### config.mk
export PLATFORM = sky130hd
export DESIGN_NAME = riscv_dift_tag_seq_flat
export DESIGN_NICKNAME = d
export VERILOG_FILES = /design/src/rtl/riscv_dift_tag_seq_pkg.sv /design/src/rtl/riscv_dift_tag_seq_if.sv /design/src/rtl/riscv_dift_seq_opgen.sv /design/src/rtl/riscv_dift_tag_seq.sv /design/src/flat_wrapper.sv
export SDC_FILE = /design/constraint.sdc
export NUM_CORES = 1
export LEC_CHECK = 0
export CAP_MARGIN = 20
export CORE_MARGIN = 2
export CORE_UTILIZATION = 40
export CTS_CLUSTER_DIAMETER = 30
export DETAILED_ROUTE_END_ITERATION = 7
export HOLD_SLACK_MARGIN = 0.1
export PLACE_DENSITY = 0.77
export SLEW_MARGIN = 30
export SYNTH_ARGS = -nofsm -noshare
export SYNTH_HDL_FRONTEND = slang
export SYNTH_SLANG_ARGS = --single-unit
### constraint.sdc
create_clock -name clk -period 7.8 [get_ports clk]
set_clock_uncertainty 0.2 [all_clocks]
set_input_delay 2.34 -clock clk [delete_from_list [all_inputs] [get_ports clk]]
set_output_delay 2.34 -clock clk [all_outputs]
set_load 0.02 [all_outputs]
### src/rtl/riscv_dift_tag_seq_pkg.sv
// rtl/riscv_dift_tag_seq_pkg.sv - shared DIFT tag types, operator codes and sequencer encodings
package riscv_dift_tag_seq_pkg;

    localparam int DIFT_TAG_SIZE = 4;
    localparam int IDX_W         = 5;

    typedef logic [DIFT_TAG_SIZE-1:0] dift_tag_t;

    localparam logic [2:0] DIFT_OP_TAGRD  = 3'd0;
    localparam logic [2:0] DIFT_OP_TAGSET = 3'd1;

    localparam logic [1:0] DIFT_SEQ_SNAP  = 2'd0;
    localparam logic [1:0] DIFT_SEQ_LOAD  = 2'd1;
    localparam logic [1:0] DIFT_SEQ_CLEAR = 2'd2;

    typedef enum logic [1:0] {
        SEQ_IDLE = 2'd0,
        SEQ_RUN  = 2'd1,
        SEQ_DONE = 2'd2
    } seq_state_e;

    function automatic dift_tag_t plane_onehot(input logic [1:0] plane);
        plane_onehot = dift_tag_t'(1) << plane;
    endfunction

endpackage

### src/rtl/riscv_dift_tag_seq_if.sv
// rtl/riscv_dift_tag_seq_if.sv - bulk command / response handshake bundle
interface riscv_dift_tag_seq_if;

    logic        cmd_valid;
    logic        cmd_ready;
    logic [1:0]  cmd_op;
    logic [1:0]  cmd_plane;
    logic [3:0]  cmd_mask;
    logic [31:0] cmd_data;

    logic        rsp_valid;
    logic        rsp_ready;
    logic [31:0] rsp_data;
    logic        rsp_err;

    modport master (
        output cmd_valid, cmd_op, cmd_plane, cmd_mask, cmd_data, rsp_ready,
        input  cmd_ready, rsp_valid, rsp_data, rsp_err
    );

    modport slave (
        input  cmd_valid, cmd_op, cmd_plane, cmd_mask, cmd_data, rsp_ready,
        output cmd_ready, rsp_valid, rsp_data, rsp_err
    );

endinterface

### src/rtl/riscv_dift_seq_opgen.sv
// rtl/riscv_dift_seq_opgen.sv - packs TAGRD/TAGSET operator and mask/value operands for one step
module riscv_dift_seq_opgen
    import riscv_dift_tag_seq_pkg::*;
(
    input  logic        i_active,
    input  logic [1:0]  i_op,
    input  logic [1:0]  i_plane,
    input  logic [3:0]  i_mask,
    input  logic        i_data_bit,
    output logic [2:0]  o_operator,
    output logic [31:0] o_operand_a,
    output logic [31:0] o_operand_b
);

    dift_tag_t w_mask;
    dift_tag_t w_values;

    // Idle or unknown op leaves a harmless TAGRD with zero operands on the datapath
    always_comb begin
        o_operator  = DIFT_OP_TAGRD;
        o_operand_a = '0;
        o_operand_b = '0;
        w_mask      = '0;
        w_values    = '0;
        if (i_active) begin
            case (i_op)
                DIFT_SEQ_SNAP: begin
                    o_operand_b = {28'b0, plane_onehot(i_plane)};
                end
                DIFT_SEQ_LOAD: begin
                    o_operator  = DIFT_OP_TAGSET;
                    w_mask      = plane_onehot(i_plane);
                    w_values    = dift_tag_t'(i_data_bit) << i_plane;
                    o_operand_a = {24'b0, w_values, w_mask};
                end
                DIFT_SEQ_CLEAR: begin
                    o_operator  = DIFT_OP_TAGSET;
                    w_mask      = i_mask;
                    o_operand_a = {24'b0, w_values, w_mask};
                end
                default: ;
            endcase
        end
    end

endmodule

### src/rtl/riscv_dift_tag_seq.sv
// rtl/riscv_dift_tag_seq.sv - bulk snapshot/load/clear sequencer over the register-file tag plane
module riscv_dift_tag_seq
    import riscv_dift_tag_seq_pkg::*;
#(
    parameter int NREGS     = 32,
    parameter int FIRST_REG = 1
) (
    input  logic                   clk,
    input  logic                   rst,
    riscv_dift_tag_seq_if.slave    s_bus,
    input  logic                   core_stall_i,
    input  logic                   abort_i,
    output logic                   busy_o,
    output logic [IDX_W-1:0]       rf_raddr_o,
    input  dift_tag_t              rf_rtag_i,
    output logic                   rf_we_o,
    output logic [IDX_W-1:0]       rf_waddr_o,
    output dift_tag_t              rf_wtag_o,
    output logic [2:0]             tmu_operator_o,
    output logic [31:0]            tmu_operand_a_o,
    output logic [31:0]            tmu_operand_b_o,
    output dift_tag_t              tmu_operand_a_tag_o,
    output dift_tag_t              tmu_operand_c_tag_o,
    input  logic [31:0]            tmu_result_i,
    input  dift_tag_t              tmu_result_tag_i
);

    localparam logic [IDX_W-1:0] C_FIRST = IDX_W'(FIRST_REG);
    localparam logic [IDX_W-1:0] C_LAST  = IDX_W'(NREGS - 1);

    seq_state_e       r_state;
    seq_state_e       w_next_state;
    logic [IDX_W-1:0] r_idx;
    logic [31:0]      r_acc;
    logic [1:0]       r_op;
    logic [1:0]       r_plane;
    logic [3:0]       r_mask;
    logic [31:0]      r_data;
    logic             r_err;

    logic             w_run;
    logic             w_step;
    logic             w_cmd_bad;

    assign w_run  = (r_state == SEQ_RUN);
    // Abort outranks a step; stall only freezes the step
    assign w_step = w_run && !abort_i && !core_stall_i;

    assign w_cmd_bad = (s_bus.cmd_op == 2'd3) ||
                       ((s_bus.cmd_op != DIFT_SEQ_CLEAR) && (int'(s_bus.cmd_plane) >= DIFT_TAG_SIZE));

    // State register
    always_ff @(posedge clk or posedge rst) begin
        if (rst) r_state <= SEQ_IDLE;
        else     r_state <= w_next_state;
    end

    // Next-state decode and handshake outputs
    always_comb begin
        w_next_state     = r_state;
        s_bus.cmd_ready  = 1'b0;
        s_bus.rsp_valid  = 1'b0;
        busy_o           = 1'b0;
        case (r_state)
            SEQ_IDLE: begin
                s_bus.cmd_ready = 1'b1;
                if (s_bus.cmd_valid) w_next_state = w_cmd_bad ? SEQ_DONE : SEQ_RUN;
            end
            SEQ_RUN: begin
                busy_o = 1'b1;
                if (abort_i)                               w_next_state = SEQ_DONE;
                else if (!core_stall_i && r_idx == C_LAST) w_next_state = SEQ_DONE;
            end
            SEQ_DONE: begin
                busy_o          = 1'b1;
                s_bus.rsp_valid = 1'b1;
                if (s_bus.rsp_ready) w_next_state = SEQ_IDLE;
            end
            default: w_next_state = SEQ_IDLE;
        endcase
    end

    // Command latch, register index walk and snapshot accumulator
    always_ff @(posedge clk or posedge rst) begin
        if (rst) begin
            r_idx   <= C_FIRST;
            r_acc   <= '0;
            r_op    <= DIFT_SEQ_SNAP;
            r_plane <= '0;
            r_mask  <= '0;
            r_data  <= '0;
            r_err   <= 1'b0;
        end else begin
            case (r_state)
                SEQ_IDLE: begin
                    if (s_bus.cmd_valid) begin
                        r_op    <= s_bus.cmd_op;
                        r_plane <= s_bus.cmd_plane;
                        r_mask  <= s_bus.cmd_mask;
                        r_data  <= s_bus.cmd_data;
                        r_idx   <= C_FIRST;
                        r_acc   <= '0;
                        r_err   <= w_cmd_bad;
                    end
                end
                SEQ_RUN: begin
                    if (abort_i) begin
                        r_err <= 1'b1;
                    end else if (!core_stall_i) begin
                        if (r_op == DIFT_SEQ_SNAP) r_acc[r_idx] <= (tmu_result_i != 32'd0);
                        r_idx <= r_idx + 1'b1;
                    end
                end
                default: ;
            endcase
        end
    end

    riscv_dift_seq_opgen u_opgen (
        .i_active    (w_run),
        .i_op        (r_op),
        .i_plane     (r_plane),
        .i_mask      (r_mask),
        .i_data_bit  (r_data[r_idx]),
        .o_operator  (tmu_operator_o),
        .o_operand_a (tmu_operand_a_o),
        .o_operand_b (tmu_operand_b_o)
    );

    assign rf_raddr_o          = w_run ? r_idx : '0;
    assign rf_waddr_o          = rf_raddr_o;
    assign rf_we_o             = w_step && (r_op != DIFT_SEQ_SNAP);
    assign rf_wtag_o           = tmu_result_tag_i;
    assign tmu_operand_a_tag_o = w_run ? rf_rtag_i : '0;
    assign tmu_operand_c_tag_o = w_run ? rf_rtag_i : '0;

    // An aborted or rejected command never reports a partial snapshot
    assign s_bus.rsp_data = (r_state == SEQ_DONE && r_op == DIFT_SEQ_SNAP && !r_err) ? r_acc : 32'd0;
    assign s_bus.rsp_err  = (r_state == SEQ_DONE) && r_err;

endmodule

### src/flat_wrapper.sv
// flat-port wrapper written by rule: the top's interface ports become plain ports
module riscv_dift_tag_seq_flat import riscv_dift_tag_seq_pkg::*;
#(
    parameter int NREGS     = 32,
    parameter int FIRST_REG = 1
)
  (clk, rst, core_stall_i, abort_i, busy_o, rf_raddr_o, rf_rtag_i, rf_we_o, rf_waddr_o, rf_wtag_o, tmu_operator_o, tmu_operand_a_o, tmu_operand_b_o, tmu_operand_a_tag_o, tmu_operand_c_tag_o, tmu_result_i, tmu_result_tag_i, s_bus_cmd_valid, s_bus_cmd_op, s_bus_cmd_plane, s_bus_cmd_mask, s_bus_cmd_data, s_bus_rsp_ready, s_bus_cmd_ready, s_bus_rsp_valid, s_bus_rsp_data, s_bus_rsp_err);
  riscv_dift_tag_seq_if s_bus_i ();
  input  logic clk;
  input  logic rst;
  input  logic core_stall_i;
  input  logic abort_i;
  output logic busy_o;
  output logic [IDX_W-1:0] rf_raddr_o;
  input  dift_tag_t rf_rtag_i;
  output logic rf_we_o;
  output logic [IDX_W-1:0] rf_waddr_o;
  output dift_tag_t rf_wtag_o;
  output logic [2:0] tmu_operator_o;
  output logic [31:0] tmu_operand_a_o;
  output logic [31:0] tmu_operand_b_o;
  output dift_tag_t tmu_operand_a_tag_o;
  output dift_tag_t tmu_operand_c_tag_o;
  input  logic [31:0] tmu_result_i;
  input  dift_tag_t tmu_result_tag_i;
  input wire logic [$bits(s_bus_i.cmd_valid)-1:0] s_bus_cmd_valid;
  input wire logic [$bits(s_bus_i.cmd_op)-1:0] s_bus_cmd_op;
  input wire logic [$bits(s_bus_i.cmd_plane)-1:0] s_bus_cmd_plane;
  input wire logic [$bits(s_bus_i.cmd_mask)-1:0] s_bus_cmd_mask;
  input wire logic [$bits(s_bus_i.cmd_data)-1:0] s_bus_cmd_data;
  input wire logic [$bits(s_bus_i.rsp_ready)-1:0] s_bus_rsp_ready;
  output wire logic [$bits(s_bus_i.cmd_ready)-1:0] s_bus_cmd_ready;
  output wire logic [$bits(s_bus_i.rsp_valid)-1:0] s_bus_rsp_valid;
  output wire logic [$bits(s_bus_i.rsp_data)-1:0] s_bus_rsp_data;
  output wire logic [$bits(s_bus_i.rsp_err)-1:0] s_bus_rsp_err;
  assign s_bus_i.cmd_valid = s_bus_cmd_valid;
  assign s_bus_i.cmd_op = s_bus_cmd_op;
  assign s_bus_i.cmd_plane = s_bus_cmd_plane;
  assign s_bus_i.cmd_mask = s_bus_cmd_mask;
  assign s_bus_i.cmd_data = s_bus_cmd_data;
  assign s_bus_i.rsp_ready = s_bus_rsp_ready;
  assign s_bus_cmd_ready = s_bus_i.cmd_ready;
  assign s_bus_rsp_valid = s_bus_i.rsp_valid;
  assign s_bus_rsp_data = s_bus_i.rsp_data;
  assign s_bus_rsp_err = s_bus_i.rsp_err;
  riscv_dift_tag_seq #(.NREGS(NREGS), .FIRST_REG(FIRST_REG)) u_core (.clk(clk), .rst(rst), .s_bus(s_bus_i), .core_stall_i(core_stall_i), .abort_i(abort_i), .busy_o(busy_o), .rf_raddr_o(rf_raddr_o), .rf_rtag_i(rf_rtag_i), .rf_we_o(rf_we_o), .rf_waddr_o(rf_waddr_o), .rf_wtag_o(rf_wtag_o), .tmu_operator_o(tmu_operator_o), .tmu_operand_a_o(tmu_operand_a_o), .tmu_operand_b_o(tmu_operand_b_o), .tmu_operand_a_tag_o(tmu_operand_a_tag_o), .tmu_operand_c_tag_o(tmu_operand_c_tag_o), .tmu_result_i(tmu_result_i), .tmu_result_tag_i(tmu_result_tag_i));
endmodule
; ---- Yosys cells after proc, flatten, opt, wreduce, memory -nomap -nowiden
; Cells that the tools add are included.
[word_totals]
reg_bits = 80
rom_bits = 0
ram_bits = 0
latch_bits = 0
wordCells = 84
input_bits = 86
memories = 0
out_inout_bits = 126
[op_classes]
n_mul = 0
bitwise = 0
n_addsub = 1
n_reduce_logical = 23
n_lt_le_gt_ge = 2
eq_ne = 13
mux = 35
n_shift = 2
n_div = 0
[op_table]
columns = cell, n
row1 = 32-bit 2-to-1 mux, 5
row2 = 32-bit case mux with 2 select lines, 1
row3 = 32-bit bitwise mux, 1
row4 = 32-bit nonzero test, 1
row5 = 5-bit 2-to-1 mux, 4
row6 = 8-bit case mux with 2 select lines, 1
row7 = 4-bit 2-to-1 mux, 3
row8 = "2-bit != test, second input constant", 6
row9 = 2-bit 2-to-1 mux, 5
row10 = 5-bit case mux with 2 select lines, 1
row11 = 1-bit 2-to-1 mux, 9
row12 = 1-bit logical AND, 8
row13 = 8-bit 2-to-1 mux, 1
row14 = "2-bit == test, second input constant", 3
row15 = "5-bit by 6-bit less-than comparator with 1-bit output, second input constant", 1
row16 = 2-bit case mux with 3 select lines, 1
row17 = 3-bit AND reduction, 2
row18 = "5-bit by 1-bit adder with 5-bit output, second input constant", 1
row19 = 1-bit binary-select mux with 5-bit select, 1
row20 = 1-bit demux with 5-bit select, 1
row21 = "5-bit == test, second input constant", 1
row22 = "5-bit by 1-bit greater-or-equal comparator with 1-bit output, second input constant", 1
row23 = 5-bit AND reduction, 1
row24 = "2-bit by 1-bit == test with 1-bit output, second input constant", 2
row25 = 10 further kinds, 15

; ---- Logic depth before layout (Yosys ltp)
[logic_depth]
depth_word = 9
ltp_mapped = 10
mapped_depth_nobuf = 7

; ---- Cells and area by module
; A second synthesis with hierarchy kept.
[unflattened]
hier_cells = 513
hier_area_um2 = 4974.8
[by_module_without_submodules]
columns = mod, area_per_inst_um2, cells_per_inst, seq_area_each_um2, n_inst
row1 = riscv_dift_tag_seq, 4347.9, 423, 2003.2, 1
row2 = riscv_dift_seq_opgen, 626.9, 90, 0.0, 1

; ---- Least setup slack after synthesis
; Ideal clock, no wire load.
[synth_path]
path_kind = input to output
from = input port abort_i
to = output port rf_we_o
required_time_ns = 5.260
slack_ns = 2.305
arrival_time_ns = 2.955
stages = 2
path_buffers = 0
path_cell_list = nand2b_1 -> nor3_1
[synth_between]
elab_chain_len = 4
[synth_lines]
columns = element, line_no
row1 = start: declaration, flat_wrapper.sv:12  ; input logic abort_i;
row2 = 1-bit zero test, riscv_dift_tag_seq.sv:47  ; assign w_step = w_run && !abort_i && !core_stall_i;
row3 = 1-bit logical AND (2 in a row), riscv_dift_tag_seq.sv:47
row4 = 1-bit logical AND, riscv_dift_tag_seq.sv:132  ; assign rf_we_o = w_step && (r_op != DIFT_SEQ_SNAP);
row5 = end: declaration, flat_wrapper.sv:16  ; output logic rf_we_o;
; Every way passes these cells.

; ---- Worst setup path after layout
; Same ends and word-level chain as after synthesis.

==> results_dict.tcl <==
set metrics [dict create \
    syn-cell-area_um2 4890 \
    cts_buffer_depth 2 \
    drive_above_1_share_pct 10.6 \
    power.clock.fraction_pct 25.2 \
    hold_class "flop to flop" \
    cellPowerDensity_nw_per_um2 286 \
    vias 4075 \
    ys.flop_type "dfrtp_1" \
    synthCells 517 \
    syn_area_per_cell_um2 9.46 \
    power_leakage_nw 2.69 \
    area_delta_synth_final_pct 32.3 \
    postCtsSetupRepairBufs 0 \
    diodes 0 \
    dpl_worst_slack_ns 1.50 \
    cts_resized 0 \
    path_class "primary input to primary output" \
    dpl.hpwl_mm 8.98 \
    fin_nets 731 \
    reg2reg_to "u_core.r_acc[5]$_DFFE_PP0P_" \
    clk_pin_slew_ns 0.06 \
    crit_path_start_kind "primary input" \
    fmax_ghz 0.159 \
    run_status "complete, no violations" \
    period_needed_ns 6.30 \
    initial_core_util_pct 40.9 \
    overflow 0 \
    layout_common_cells "clkdlybuf4s50_1 (149), dfrtp_1 (79), o21ai_0 (61)" \
    drv_slew 0 \
    setup_violations 0 \
    drtAntennaViolNets 0 \
    placed_area_um2 6140 \
    core.rowCount 40 \
    ys_types 44 \
    die_h_um 115 \
    ys_ff_latch 80 \
    dr.pass1.iters 4 \
    place.gp.congestion 0.861 \
    rsz0062_at_grt "false" \
    worstRegToRegCells 7 \
    async_flop_share_pct 100 \
    combPwrFrac_pct 39.7 \
    wl_per_cell_um 15.8 \
    tns_ns 0 \
    grt_max_degree 81 \
    end_kind "primary output" \
    drt_iter0_markers 257 \
    grt_use_total_pct 19.2 \
    coreArea_um2 12000 \
    critical_path_peak_fanout 3 \
    htreeDepth 3 \
    die_x_um 115 \
    die-area_um2 13100 \
    swShare_pct 37.3 \
    holdCritStartpoint "u_core.r_acc[25]$_DFFE_PP0P_" \
    antenna_found_initial 0 \
    critPathArrivalTime_ns 3.76 \
    cts_tree "done" \
    hold_depth 2 \
    fin_area_um2 6470 \
    numCtsBuffers 9 \
    finalWorstSetupSlack_ns 1.50 \
    grt_pass1_wl_mm 20.3 \
    grt_pass1_vias 4081 \
    hold-path-endpoint "u_core.r_acc[25]$_DFFE_PP0P_" \
    insertion_delay_ns 0.33 \
    cts_hold_buf 0 \
    post-route-period-util_pct 80.7 \
    pin_count 212 \
    final_hold_viol_count 0 \
    drt_wl_total_mm 12.4 \
    ys_seq_area_share_pct 41.0 \
    via_per_inst 5.18 \
    ir_drop_v 0.000168 \
    cts.sinks 80 \
    port_buffers 149 \
    p_int_w 0.00116 \
    drc 0 \
    p_switching_w 0.000689 \
    seqPwrFrac_pct 35.1 \
    worstMarginPinSlew_ns 0.862 \
    synth_edf_count 0 \
    clockRootBuffer "clkbuf_16" \
    final_common_cell "clkdlybuf4s50_1" \
    cp.required_ns 5.26 \
    reg2reg_slack_ns 4.23 \
    max_cap_violations 0 \
    r2r_start "u_core.r_state[1]$_DFFE_PP0P_" \
    slew_headroom_pct 42.2 \
    synth-warning-count 0 \
]
==> power by group through the flow <==
| stage | Sequential (W) | Combinational (W) | Clock [W] |
|---|---|---|---|
| 2_1_floorplan | 0.000597 | 0.000596 | 0 |
| 6_report | 0.000648 | 0.000734 | 0.000465 |
| 4_1_cts | 0.000648 | 0.000735 | 0.000470 |
| 3_5_place_dp | 0.000656 | 0.000730 | 0 |
| 3_3_place_gp | 0.000648 | 0.000713 | 0 |
| 5_1_grt | 0.000669 | 0.000800 | 0.000490 |
==> metal layers <==
metal / up-vias / track usage, % / wire length, um
met2: 197 / 32.0 / 5990
met4: 0 / 6.02 / 174
li1: 1920 / - / -
met3: 21 / 4.39 / 924
met5: - / 0 / 0
met1: 1937 / 24.9 / 5350
==> worst max-delay path: stages <==
cell and delay, ns:
clkdlybuf4s50_1 0.42, nand2b_1 0.18, nor3_1 0.18, clkdlybuf4s50_1 0.63
==> synthesized netlist by cell type (all sizes together), types with 2 or more instances <==
library cell,count,share of area (%)
mux4,3,1.4
mux2,41,9.4
buf,83,12
o21ai,61,6.2
nor4,8,1.0
nand2,26,2.0
o22ai,4,0.51
mux2i,10,2.0
nand4,9,1.2
a31oi,3,0.38
o41ai,3,0.92
and2,39,5.0
ha,11,2.8
dfrtp,79,40
a21o,2,0.31
nor2,22,1.7
inv,14,1.1
nor3,5,0.51
nand3b,2,0.31
and3,2,0.26
clkbuf,16,1.2
nand2b,4,0.51
a211oi,4,0.61
nand3,18,1.8
a21oi,34,3.6
==> layout make-up <==
type / count / area, um2
clock buffers: 9 / 225
repair buffers: 152 / 1520
clock inverters: 7 / 104
inverters: 14 / 53.8
multi-input cells: 377 / 2380
well taps: 147 / 184
fillers: 1024 / 5490
flip-flops and latches: 80 / 2000
==> stage by stage <==
stage | cells | utilization [%] | hold WS (ns) | power [W]
6_report | 786 | 54.1 | 0.302 | 0.00185
5_1_grt | 786 | 54.1 | 0.317 | 0.00196
4_1_cts | 786 | 54.0 | 0.305 | 0.00185
3_5_place_dp | 770 | 51.3 | 0.290 | 0.00139
3_3_place_gp | 770 | 51.3 | 0.284 | 0.00136
2_1_floorplan | 570 | - | 0.260 | 0.00119
==> how the worst max path moves through the flow <==
stage	endpoint	startpoint
4_1_cts	rf_we_o	abort_i
6_report	rf_we_o	abort_i
5_1_grt	rf_we_o	abort_i
3_5_place_dp	rf_we_o	abort_i
3_3_place_gp	rf_we_o	abort_i
2_1_floorplan	rf_we_o	abort_i
==> registers in the layout, summed over array words and instances (netlist names) <==
signal,count
u_core.r_mask,4
u_core.r_state,2
u_core.r_err,1
u_core.r_data,32
u_core.r_acc,32
u_core.r_op,2
u_core.r_idx,5
u_core.r_plane,2
==> cell families (layout without fill, tap and decap cells) <==
family	after synthesis	after routing	synth area share (%)
muxes	54	54	12.9
buffers and inverters	113	182	14.4
and+or+nand+nor	139	139	14.8
xor gates and xnor gates	1	1	0.179
DFF	80	80	41.0
AOI/OAI and AO/OA	118	118	13.8
other	1	54	0.0767
adders and majority gates	11	11	2.82
Note: power is estimated with default switching activity, not from simulation.
